[src/rtl/fetch_unit.sv]
// fetch_unit: credit-limited in-order instruction fetch with redirect/discard; ifid_tdata = {inst, pc}.
// Define OFFNARISCV_FETCH_PERF_EN to add the perf_fetched delivery counter.
module fetch_unit #(
    parameter logic [31:0] RESET_PC     = 32'h8000_0000,
    parameter int          MAX_INFLIGHT = 4
) (
    input  logic        clk,
    input  logic        rst,
    output logic        imem_req_tvalid,
    input  logic        imem_req_tready,
    output logic [31:0] imem_req_tdata,
    input  logic        imem_rsp_tvalid,
    output logic        imem_rsp_tready,
    input  logic [31:0] imem_rsp_tdata,
    output logic        ifid_tvalid,
    input  logic        ifid_tready,
    output logic [63:0] ifid_tdata,
    input  logic        redirect_vld,
    input  logic [31:0] redirect_pc
`ifdef OFFNARISCV_FETCH_PERF_EN
    ,
    output logic [31:0] perf_fetched
`endif
);
    localparam int CW = $clog2(MAX_INFLIGHT + 1);
    localparam int PW = $clog2(MAX_INFLIGHT);
    localparam logic [PW-1:0] LAST = PW'(MAX_INFLIGHT - 1);

    logic [31:0]   pc;
    logic [CW-1:0] inflight, inflight_nxt, discard_cnt, buf_cnt;
    logic [PW-1:0] pq_wr, pq_rd, ob_wr, ob_rd;
    logic [31:0]   pq_mem [MAX_INFLIGHT];
    logic [31:0]   ob_inst [MAX_INFLIGHT];
    logic [31:0]   ob_pc [MAX_INFLIGHT];
    logic          req_hs, rsp_hs, accept, pop, credit;

    function automatic logic [PW-1:0] nxt(input logic [PW-1:0] p);
        return p == LAST ? '0 : p + 1'b1;
    endfunction

    // Credits cover both outstanding requests and buffered words, so every response has a slot.
    assign credit          = ({1'b0, inflight} + {1'b0, buf_cnt}) < (CW + 1)'(MAX_INFLIGHT);
    assign imem_req_tvalid = rst && !redirect_vld && credit;
    assign imem_req_tdata  = pc;
    assign imem_rsp_tready = 1'b1;
    assign req_hs          = imem_req_tvalid && imem_req_tready;
    assign rsp_hs          = imem_rsp_tvalid;
    assign accept          = rsp_hs && discard_cnt == '0 && !redirect_vld;
    assign pop             = ifid_tvalid && ifid_tready && !redirect_vld;
    assign inflight_nxt    = inflight + CW'(req_hs) - CW'(rsp_hs);
    assign ifid_tvalid     = buf_cnt != '0;
    assign ifid_tdata      = {ob_inst[ob_rd], ob_pc[ob_rd]};

    always_ff @(posedge clk or negedge rst) begin
        if (!rst) begin
            pc          <= RESET_PC;
            inflight    <= '0;
            discard_cnt <= '0;
            buf_cnt     <= '0;
            pq_wr       <= '0;
            pq_rd       <= '0;
            ob_wr       <= '0;
            ob_rd       <= '0;
        end else begin
            inflight <= inflight_nxt;
            if (redirect_vld) begin
                pc          <= redirect_pc & ~32'h3;
                discard_cnt <= inflight_nxt;
                pq_rd       <= pq_wr;
                ob_wr       <= '0;
                ob_rd       <= '0;
                buf_cnt     <= '0;
            end else begin
                if (req_hs) begin
                    pc    <= pc + 32'd4;
                    pq_wr <= nxt(pq_wr);
                end
                if (rsp_hs && discard_cnt != '0)
                    discard_cnt <= discard_cnt - 1'b1;
                if (accept) begin
                    pq_rd <= nxt(pq_rd);
                    ob_wr <= nxt(ob_wr);
                end
                if (pop)
                    ob_rd <= nxt(ob_rd);
                buf_cnt <= buf_cnt + CW'(accept) - CW'(pop);
            end
        end
    end

    always_ff @(posedge clk) begin
        if (req_hs)
            pq_mem[pq_wr] <= pc;
        if (accept) begin
            ob_inst[ob_wr] <= imem_rsp_tdata;
            ob_pc[ob_wr]   <= pq_mem[pq_rd];
        end
    end

`ifdef OFFNARISCV_FETCH_PERF_EN
    always_ff @(posedge clk or negedge rst) begin
        if (!rst)
            perf_fetched <= '0;
        else if (pop)
            perf_fetched <= perf_fetched + 32'd1;
    end
`endif
endmodule

[config.mk]
export PLATFORM = sky130hd
export DESIGN_NAME = fetch_unit
export DESIGN_NICKNAME = d
export VERILOG_FILES = /design/src/rtl/fetch_unit.sv
export SDC_FILE = /design/constraint.sdc
export NUM_CORES = 1
export LEC_CHECK = 0
export ABC_AREA = 1
export CORE_ASPECT_RATIO = 1.25
export CORE_MARGIN = 10
export CORE_UTILIZATION = 25
export DETAILED_ROUTE_END_ITERATION = 10
export GPL_TIMING_DRIVEN = 0
export SLEW_MARGIN = 10
export SYNTH_ARGS = -nofsm -noshare
export SYNTH_HDL_FRONTEND = slang
export SYNTH_SLANG_ARGS = --single-unit
[constraint.sdc]
create_clock -name clk -period 5.6 [get_ports clk]
set_clock_uncertainty 0.1 [all_clocks]
set_input_delay 0.56 -clock clk [delete_from_list [all_inputs] [get_ports clk]]
set_output_delay 0.56 -clock clk [all_outputs]
set_load 0.05 [all_outputs]
======== After elaboration in Yosys (flattened, before gate mapping) ========
Memories as Yosys holds them, arrays and structs flattened.
Cells that the tools add are included.
storage, ports and cells
  flip-flop bits (word level) ............. 49
  memories ................................ 3
  RAM bits ................................ 384
  output and inout bits ................... 99
  word-level logic and storage cells ...... 64
operators by class
  equality and inequality tests ........... 4
  muxes and demuxes ....................... 19
  $lt $le $gt $ge ......................... 1
  reduce and logical (&&, ||, !) cells .... 17
  bitwise logic cells ..................... 1
  $add $sub $neg .......................... 11
memory list
  name     words  width  rd ports  clocked after Yosys merged registers in  write ports  line  source
  ob_inst  4      32     1         0                                        1            33    logic [31:0] ob_inst [MAX_INFLIGHT];
  ob_pc    4      32     1         0                                        1            34    logic [31:0] ob_pc [MAX_INFLIGHT];
  pq_mem   4      32     1         0                                        1            32    logic [31:0] pq_mem [MAX_INFLIGHT];
operators by type and width
  operator                                                                      count
  32-bit two-way mux                                                            2
  32-bit by 3-bit adder with 32-bit output, second input constant               1
  2-bit two-way mux                                                             10
  3-bit two-way mux                                                             3
  2-bit by 1-bit adder with 2-bit output, second input constant                 4
  2-bit == test, second input constant                                          4
  1-bit logical AND                                                             8
  2-bit nonzero test                                                            4
  3-bit by 1-bit adder with 3-bit output                                        2
  3-bit nonzero test                                                            2
  3-bit by 1-bit subtractor with 3-bit output                                   2
  3-bit by 3-bit adder with 4-bit output                                        1
  4-bit by 3-bit less-than comparator with 1-bit output, second input constant  1
  1-bit two-way mux                                                             4
  3-bit logical NOT                                                             1
  3-bit by 1-bit subtractor with 3-bit output, second input constant            1
  2-bit AND reduction                                                           1
  1-bit logical NOT                                                             1
  1-bit NOT                                                                     1

======== Logic depth before layout (Yosys ltp) ========
  depth in word-level cells ............... 7
  gate-level depth with buffers ........... 13
  depth with buffers taken out ............ 12

======== Least setup slack after synthesis ========
Ideal clock, no wire load.
  path type ............................... in2reg
  start point ............................. input redirect_vld
  end point ............................... memory ob_inst[0][0], enable pin
  setup slack ............................. 1.544 ns
  library setup time ...................... 0.482 ns
  data required time ...................... 5.018 ns
  cell stages on the path ................. 3
  arrival ................................. 3.474 ns
  cell sequence ........................... clkinv_1 -> nand4_2 -> nor2_1
between the ends
  word-level cells in the longest chain between the ends .. 4
RTL lines
  item                                     line  source
  start: declaration                       18    input logic redirect_vld,
  1-bit logical NOT                        48    assign accept = rsp_hs && discard_cnt == '0 && !redirect_vld;
  1-bit logical AND                        48
  1-bit two-way mux                        94    if (accept) begin
  1-bit two-way mux (implied by the code)  95    ob_inst[ob_wr] <= imem_rsp_tdata;
  end: declaration                         33
Every way passes these cells.

======== Worst setup path in the final report ========
  start point ............................. register ob_rd[1]
  end point ............................... output ifid_tdata[2]
between the ends
  word-level cells in the longest chain between the ends .. 1
RTL lines
  item                      line  source
  start: declaration        31    logic [PW-1:0] pq_wr, pq_rd, ob_wr, ob_rd;
  start signal: assignment  85    ob_rd <= nxt(ob_rd);
  memory 4 x 32 bit         -
  end: declaration          17    output logic [63:0] ifid_tdata,
Every way passes these cells.

==> reports/metrics.yaml <==
timing:
  fin_crit_ns: 4.092
  drv_slew: 0
  hold_viol: 0
  tns_ns: 0
  relSlewSlack_pct: 50.87
  post-route-period-util_pct: 73.06
  fmax_mhz: 244.4
  setup_viol: 0
  rsz0062_at_grt: "false"
  worstMarginPinSlew_ns: 0.7369
grt:
  antenna_found_initial: 1
  grt_start_max_net_pins: 29
  overflow: 0
  grt_pass1_wl_mm: 72.03
  grt_pass1_vias: 11610
  track_usage_pct: 12.03
final_layout:
  postLayoutCellArea_um2: 21680
  final_nets: 1713
  area_growth_pct: 28.03
  fillerInstances: 6546
  seq_area_um2: 12230
  final_cell_mix: "edfxtp_1, nor2_1, o21ai_0"
  drive_gt1_share_pct: 8.535
  fin_cells: 2517
  mostFrequentLayoutCell: "edfxtp_1"
  utilization_pct: 32.37
  multi_input_area_um2: 4167
clock_tree:
  postCtsSetupRepairBufs: 0
  clock_sinks: 415
  cts_tree: "done"
  root_buffer: "clkbuf_16"
  clk_pin_slew_worst_paths_ns: 0.06
  ctsResizeCount: 0
  clockBufferDepth: 3
  cts_hold_buf: 1
  cts.htree.levels: 2
  clk-insertion-delay-late_ns: 0.58
  numCtsBuffers: 43
logic_synthesis:
  muxShareOfSynthArea_pct: 0
  ys.flop_type: "edfxtp_1"
  ys_types: 36
  synth_edf_count: 368
  yosysSeqAreaShare_pct: 72.20
  syn_inst: 1395
  synth-seq-cells: 415
  synth-xor-area-share_pct: 0.6206
  synth_top_family_by_area: "simple AND/OR/NAND/NOR gates"
  synth-compound-area-share_pct: 9.700
  synthSimpleGateAreaFrac_pct: 12.17
  synth_adder_area_share_pct: 1.640
  synth_area_um2: 16940
  synth_async_sr_flop_share_pct: 11.33
  avgSynthCellArea_um2: 12.14
  yosysWarnings: 0
critical_path:
  slowest_stage: "clkdlybuf4s50_1"
  path_cells: "buf_2 > inv_1 > clkbuf_1 > o21ai_0 > o22ai_1 > clkdlybuf4s50_1"
  cpPeakStageDelay_ns: 0.89
  worstPathArrival_ns: 3.43
  cp-start-kind: "flop"
  cp_top_family: "buffers and inverters"
  worstPathRequired_ns: 4.94
  cp_max_fo: 10
  path_buf_inv: 4
  cp-end-kind: "primary output"
  critPathKind: "flop to primary output"
route:
  wl_mm: 48.63
  avgRoutedWirePerCell_um: 19.32
  vias: 11450
  drt_iter0_drc: 790
  vias_per_cell: 4.551
  dr.pass1.iters: 5
  route.detailed.drc: 0
  ant_nets: 0
die:
  design.core.area_um2: 66980
  fp.dieArea_um2: 78620
  die_w_um: 252.8
  start_util_pct: 25.29
  fp.dieH_um: 311
  num_rows: 106
  ios: 169
power:
  irDropWorstVdd_uv: 213.2
  p_per_area_nw_per_um2: 492.3
  leakage_uw: 0.007525
placement:
  gp_congestion: 0.8678
  dp_hpwl_mm: 33.87
  io_buffer_count: 161
  placed_cells: 2440
  place_area_um2: 20130
min_path:
  hold_path_class: "input pin to flop"
flow_run:
  maxCapViolations: 0
outcome:
  outcome: "finished, final reports clean"
## layout make-up
class	instances	area share [%]
Buffer	76	1.581
Antenna cell	1	0.01154
Inverter	72	1.246
Multi-Input combinational cell	835	19.22
Clock inverter	27	2.077
Sequential cell	415	56.39
Clock buffer	48	5.049
Timing Repair Buffer	179	9.440
Tap cell	864	4.986
## worst reg2reg max path: stages, from the launching register on
cell and delay, ns:
dfrtp_1 0.44, ha_1 0.31, nand3_1 0.07, nand2_1 0.06
nor2_2 0.16, nand2_2 0.18, buf_2 0.29, ha_1 0.32
inv_1 0.04, ha_1 0.18, fa_1 0.38, xor2_1 0.19
o21bai_1 0.14, nand2_1 0.06
## registers in the layout, summed over array words and instances, names as in the netlist
name,cells
inflight,3
buf_cnt,3
pq_rd,2
ob_pc,120
pq_mem,120
ob_wr,2
ob_rd,2
ob_inst,128
pq_wr,2
discard_cnt,3
imem_req_tdata,30
## through the flow
stage	hold slack, ns	power, uW	worst slack [ns]
final	0.4527	10670	1.508
after global placement	0.4387	7584	-1.833
after floorplan	0.1644	6193	1.544
after global routing	0.4498	11200	1.292
after CTS	0.4150	10840	1.325
after detailed placement	0.4490	7700	1.707
## cell families after synthesis
| logic type | Yosys count |
|---|---|
| AND/OR/NAND/NOR | 498 |
| flip-flops | 415 |
| AO/OA/AOI/OAI | 299 |
| buffers and inverters | 148 |
| adder cells (fa/ha/maj) | 21 |
| XOR/XNOR | 12 |
| other | 2 |
## synth_stat cells, types with 2 or more instances
library cell / n / share of area [%]
buf_1: 2 / 0.044
buf_2: 13 / 0.38
buf_4: 7 / 0.31
buf_6: 2 / 0.13
clkbuf_1: 52 / 1.2
clkinv_1: 2 / 0.044
conb_1: 2 / 0.044
dfrtp_1: 46 / 6.8
edfxtp_1: 368 / 65
fa_1: 2 / 0.24
ha_1: 19 / 1.4
inv_1: 64 / 1.4
inv_2: 6 / 0.13
nand2_1: 173 / 3.8
nand2_2: 5 / 0.18
nand3_1: 69 / 2.0
nand4_1: 2 / 0.074
nor2_1: 227 / 5.0
nor2_2: 9 / 0.33
nor2_4: 5 / 0.33
nor3_1: 2 / 0.059
o21ai_0: 192 / 5.7
o21bai_1: 9 / 0.40
o22ai_1: 94 / 3.5
or2_0: 2 / 0.074
xnor2_1: 6 / 0.31
xor2_1: 6 / 0.31
## report_power, final
| part | internal [uW] | switching (uW) |
|---|---|---|
| clock network | 1920 | 1200 |
| logic | 1010 | 2550 |
| registers | 3790 | 209 |
## per-layer routing
metal	track usage, %	vias to the layer above	wire length, um
met5	0	-	0
met4	3.746	0	1177
met3	3.030	65	3140
met2	21.24	332	24660
met1	14.00	5641	19640
li1	-	5416	-
## worst paths after layout
| path | startpoint | endpoint | slack [ns] | depth (start not counted) |
|---|---|---|---|---|
| setup reg to reg | buf_cnt[1] | discard_cnt[2] | 2.55 | 13 |
| max in group asynchronous | rst | imem_req_tdata[31] | 4.29 | 3 |
| setup / recovery | ob_rd[1] | ifid_tdata[2] | 1.51 | 6 |
| hold reg to reg | inflight[0] | inflight[0] | 0.46 | 1 |
| min in group asynchronous | rst | imem_req_tdata[7] | 0.46 | 2 |
| hold / removal | redirect_pc[2] | imem_req_tdata[2] | 0.45 | 3 |
(Power assumes the default switching activity.)
